## src/rtl/stopwatch_lap.sv

```systemverilog
// stopwatch_lap: count-up mm:ss BCD stopwatch
// with start/pause, lap freeze, clear and wrap flag.
module stopwatch_lap #(
  parameter int MAX_MIN = 59
) (
  input  logic       clk,
  input  logic       rst,
  input  logic       tick,
  input  logic       start_p,
  input  logic       lap_p,
  input  logic       clr_p,
  output logic [3:0] s0,
  output logic [3:0] s1,
  output logic [3:0] m0,
  output logic [3:0] m1,
  output logic [3:0] blink,
  output logic       running,
  output logic       ovf
);

  typedef enum logic [1:0] {
    IDLE  = 2'd0,
    RUN   = 2'd1,
    SPLIT = 2'd2,
    HOLD  = 2'd3
  } state_t;

  localparam logic [3:0] MM1 = 4'(MAX_MIN / 10);
  localparam logic [3:0] MM0 = 4'(MAX_MIN % 10);

  state_t      r_state;
  state_t      w_next;
  logic [15:0] r_cnt;
  logic [15:0] r_lap;
  logic        r_ovf;
  logic [15:0] w_inc;
  logic        w_wrap;
  logic        w_count;
  logic        w_clr;
  logic        w_start;
  logic        w_lap;
  logic        w_zero;
  logic        w_capture;
  logic [15:0] w_disp;

  // Only the highest-priority pulse of a cycle is seen.
  assign w_clr   = clr_p;
  assign w_start = start_p & ~clr_p;
  assign w_lap   = lap_p & ~start_p & ~clr_p;

  assign w_count   = tick &
                     ((r_state == RUN) ||
                      (r_state == SPLIT));
  assign w_zero    = (r_state == HOLD) && w_clr;
  assign w_capture = (r_state == RUN) && w_lap;

  // State register.
  always_ff @(posedge clk or posedge rst) begin
    if (rst) r_state <= IDLE;
    else     r_state <= w_next;
  end

  // Next-state decode from the filtered pulses.
  always_comb begin
    w_next = r_state;
    unique case (r_state)
      IDLE: begin
        if (w_start) w_next = RUN;
      end
      RUN: begin
        if (w_start)    w_next = HOLD;
        else if (w_lap) w_next = SPLIT;
      end
      SPLIT: begin
        if (w_start)    w_next = HOLD;
        else if (w_lap) w_next = RUN;
      end
      HOLD: begin
        if (w_clr)        w_next = IDLE;
        else if (w_start) w_next = RUN;
      end
      default: w_next = IDLE;
    endcase
  end

  // One-second BCD increment with minute wrap.
  always_comb begin
    w_inc  = r_cnt;
    w_wrap = 1'b0;
    if (r_cnt[3:0] != 4'd9) begin
      w_inc[3:0] = r_cnt[3:0] + 4'd1;
    end else begin
      w_inc[3:0] = 4'd0;
      if (r_cnt[7:4] != 4'd5) begin
        w_inc[7:4] = r_cnt[7:4] + 4'd1;
      end else begin
        w_inc[7:4] = 4'd0;
        if (r_cnt[15:8] == {MM1, MM0}) begin
          w_inc[15:8] = 8'd0;
          w_wrap      = 1'b1;
        end else if (r_cnt[11:8] != 4'd9) begin
          w_inc[11:8] = r_cnt[11:8] + 4'd1;
        end else begin
          w_inc[11:8]  = 4'd0;
          w_inc[15:12] = r_cnt[15:12] + 4'd1;
        end
      end
    end
  end

  // Live counter: cleared from HOLD, else counts.
  always_ff @(posedge clk or posedge rst) begin
    if (rst)          r_cnt <= 16'd0;
    else if (w_zero)  r_cnt <= 16'd0;
    else if (w_count) r_cnt <= w_inc;
  end

  // Split latch takes the pre-increment value.
  always_ff @(posedge clk or posedge rst) begin
    if (rst)            r_lap <= 16'd0;
    else if (w_zero)    r_lap <= 16'd0;
    else if (w_capture) r_lap <= r_cnt;
  end

  // Sticky wrap flag, dropped only by clear.
  always_ff @(posedge clk or posedge rst) begin
    if (rst)                   r_ovf <= 1'b0;
    else if (w_zero)           r_ovf <= 1'b0;
    else if (w_count & w_wrap) r_ovf <= 1'b1;
  end

  assign w_disp = (r_state == SPLIT) ? r_lap : r_cnt;

  assign s0      = w_disp[3:0];
  assign s1      = w_disp[7:4];
  assign m0      = w_disp[11:8];
  assign m1      = w_disp[15:12];
  assign running = (r_state == RUN) ||
                   (r_state == SPLIT);
  assign ovf     = r_ovf;

  // Blink pattern; wrap flag outranks the pause flash.
  always_comb begin
    blink = 4'b0000;
    if (r_state == SPLIT)     blink = 4'b1111;
    else if (r_ovf)           blink = 4'b1100;
    else if (r_state == HOLD) blink = 4'b0011;
  end

endmodule

```

## config.mk

```make
export PLATFORM = sky130hd
export DESIGN_NAME = stopwatch_lap
export DESIGN_NICKNAME = d
export VERILOG_FILES = /design/src/rtl/stopwatch_lap.sv
export SDC_FILE = /design/constraint.sdc
export NUM_CORES = 1
export LEC_CHECK = 0
export ABC_AREA = 1
export CELL_PAD_IN_SITES_DETAIL_PLACEMENT = 1
export CELL_PAD_IN_SITES_GLOBAL_PLACEMENT = 1
export CORE_MARGIN = 4
export CORE_UTILIZATION = 31
export DETAILED_ROUTE_END_ITERATION = 16
export PLACE_DENSITY_LB_ADDON = 0.1
export SKIP_LAST_GASP = 1
export SLEW_MARGIN = 20
export SYNTH_ARGS = -nofsm -noshare
export SYNTH_HDL_FRONTEND = slang
export SYNTH_SLANG_ARGS = --single-unit
```

## constraint.sdc

```tcl
create_clock -name clk -period 1.6 [get_ports clk]
set_input_delay 0.16 -clock clk [delete_from_list [all_inputs] [get_ports clk]]
set_output_delay 0.16 -clock clk [all_outputs]
set_load 0.03 [all_outputs]
```

==> flow_summary.json <==
{
  "path_cells": "inv_2 -> ha_4 -> clkbuf_16 -> nand2_1 -> o21ai_1 -> buf_4",
  "tns_ps": -247.9,
  "rsz0062_at_grt": "yes",
  "slowest_delay_ps": 400,
  "dieHeight_um": 89.98,
  "worst-path-max-fanout": 9,
  "antenna_found_initial": 0,
  "critPathSlowestCell": "dfrtp_1",
  "crit_path_start_kind": "flop",
  "fmax_ghz": 0.6117,
  "yosysTopAreaCellShare_pct": 42.04,
  "synthToLayoutAreaGrowth_pct": 28.59,
  "rows": 29,
  "cp_num_buf_inv": 3,
  "finalPower_mw": 4.650,
  "routed_via_density": 4.914,
  "initial_utilization_pct": 32.44,
  "powerDensity_nw_per_um2": 1736,
  "synth_edf_count": 0,
  "failed_checks": "setup timing",
  "avgSynthCellArea_um2": 7.773,
  "ys_seq_area_share_pct": 42.04,
  "final_antenna_net_count": 0,
  "setup_slack_ps": -34.81,
  "grt-ovfl-total": 0,
  "gp_congestion": 0.7595,
  "critPathKind": "flop to output pin",
  "postCtsHoldBufs": 0,
  "p_leak_nw": 1.355,
  "die_w_um": 89.98,
  "insertedDiodeCount": 0,
  "wl_mm": 5.985,
  "route.detailed.drc": 0,
  "dp_hpwl_mm": 3.976,
  "worst_setup_path_end_kind": "output pin",
  "peakVddDrop_mv": 0.6281,
  "clockBufferDepth": 2,
  "wl_per_cell_um": 15.55,
  "ys_ff_latch": 35,
  "fin_util_pct": 41.71,
  "grt_max_degree": 36,
  "status": "finished, violations left",
  "yosysWarnings": 0,
  "ys_top_cells_by_area": "dfrtp_1, nand2_1, o21ai_0",
  "async_flop_share_pct": 100.0,
  "drv_cap": 0,
  "synth.most_common_cell": "nand2_1",
  "setup_viol": 12,
  "vias": 1892,
  "drv_slew": 0,
  "critPathRequiredTime_ps": 1440,
  "cts.sinks": 35,
  "grt_pass1_vias": 1930,
  "pin_count": 28,
  "postSynthCellCount": 268,
  "clock_skew_ps": 3.115,
  "synth_cell_types": 24,
  "syn_nets": 286,
  "hold_viol_final": 0,
  "core_um2": 6422,
  "grt_usage_pct": 15.21,
  "cts.clk_slew.worst_paths_ps": 70,
  "yosysTopAreaCell": "dfrtp_1",
  "synthTopCellsByCount": "nand2_1, o21ai_0, dfrtp_1",
  "cp.arrival_ps": 1470,
  "drt_iter0_drc": 31,
  "synth_ff_type": "dfrtp_1",
  "period_share_pct": 102.2,
  "syn_area_um2": 2083,
  "cts_buffers": 5,
  "dp.cells": 371,
  "grt_first_pass_wirelength_mm": 9.873,
  "h-tree-depth": 2,
  "drive_gt1_share_pct": 22.08,
  "io_buffers": 27,
  "clk_latency_ps": 290,
  "fp.dieArea_um2": 8096,
  "hold_class": "input pin to async pin",
  "max_slew_margin_pct": 79.17,
  "tritoncts": "yes",
  "layout.nets": 325,
  "cts-root-buf": "clkbuf_8",
  "tightest_slew_ps": 311.4,
  "fin_crit_ps": 1635,
  "path_delay_family": "buffers and inverters",
  "firstDrtPassIters": 4,
  "fin_cells": 385
}
==> area by class of cell <==
class | instances | area (um2)
inverter | 31 | 116.4
tap | 77 | 96.34
multi-input combinational | 191 | 1070
clock buffer | 8 | 100.1
fill | 786 | 3744
sequential | 35 | 875.8
timing repair buffer | 43 | 420.4
==> tightest hold or removal path, stage by stage <==
cell and delay [ps]:
clkdlybuf4s50_1 400, inv_1 90, buf_12 230
==> repair_timing <==
item,CTS,global route
setup buffers,1,3
endpoints found under the setup margin,22,36
resized for setup,18,3
cloned,1,1
pin swaps,0,3
==> kinds of logic (layout without fill, tap and decap cells) <==
| group | Yosys count | count (layout) | synth area share, % |
|---|---|---|---|
| xor+xnor | 3 | 3 | 1.261 |
| fa+ha+maj | 12 | 12 | 7.207 |
| simple gates | 126 | 126 | 28.77 |
| buf+inv | 42 | 82 | 8.408 |
| flops | 35 | 35 | 42.04 |
| compound gates | 50 | 50 | 12.31 |
==> sequential cells by signal, summed over array words and instances, names as in the netlist <==
signal   flops
ovf          1
r_cnt       16
r_lap       16
r_state      2
==> routing by layer <==
| layer | part of all wire (%) | track usage (%) | vias to the layer above |
|---|---|---|---|
| met5 | 0 | 0 | - |
| met3 | 2.7 | 3.172 | 7 |
| li1 | - | - | 951 |
| met1 | 50 | 20.35 | 912 |
| met2 | 46 | 24.62 | 22 |
| met4 | 1.3 | 4.974 | 0 |
==> power breakdown <==
group	internal, mW	switching, mW
Combinational	1.00	1.57
Sequential	1.15	0.204
Clock	0.393	0.327
Total	2.55	2.10
==> cells in the final DEF (no fill, tap or decap), types with 4 or more instances in the layout <==
cell type        instances
nand3_1                 27
clkdlybuf4s50_1          6
ha_1                    11
buf_4                   30
inv_2                    5
nand2_2                  6
nor2_1                  18
clkbuf_8                 7
o21ai_1                 17
nand4_1                  4
o21ai_0                 25
nand2_1                 61
dfrtp_1                 35
inv_1                   26
==> path summary, 6_finish.rpt <==
check / depth (start not counted) / slack [ps] / start / to
max: 6 / -30 / r_state[0] / m0[1]
max in group asynchronous: 3 / 1180 / rst / r_cnt[9]
max reg2reg: 6 / 20 / r_state[0] / r_cnt[0]
min: 3 / 220 / rst / r_state[0]
min reg2reg: 2 / 510 / r_lap[13] / r_lap[13]
min in group clk: 2 / 510 / r_lap[13] / r_lap[13]
==> through the flow <==
| step | cell area, um2 | hold slack, ps | worst slack [ps] |
|---|---|---|---|
| global route | 2679 | 249.8 | -101.1 |
| floorplan | 2086 | 314.3 | -210.3 |
| global placement | 2454 | 492.6 | 12.81 |
| CTS | 2625 | 235.0 | -57.71 |
| detailed placement | 2454 | 500.5 | 1.906 |
| finish | 2679 | 224.4 | -34.81 |
Power figures use the tool's default switching activity.
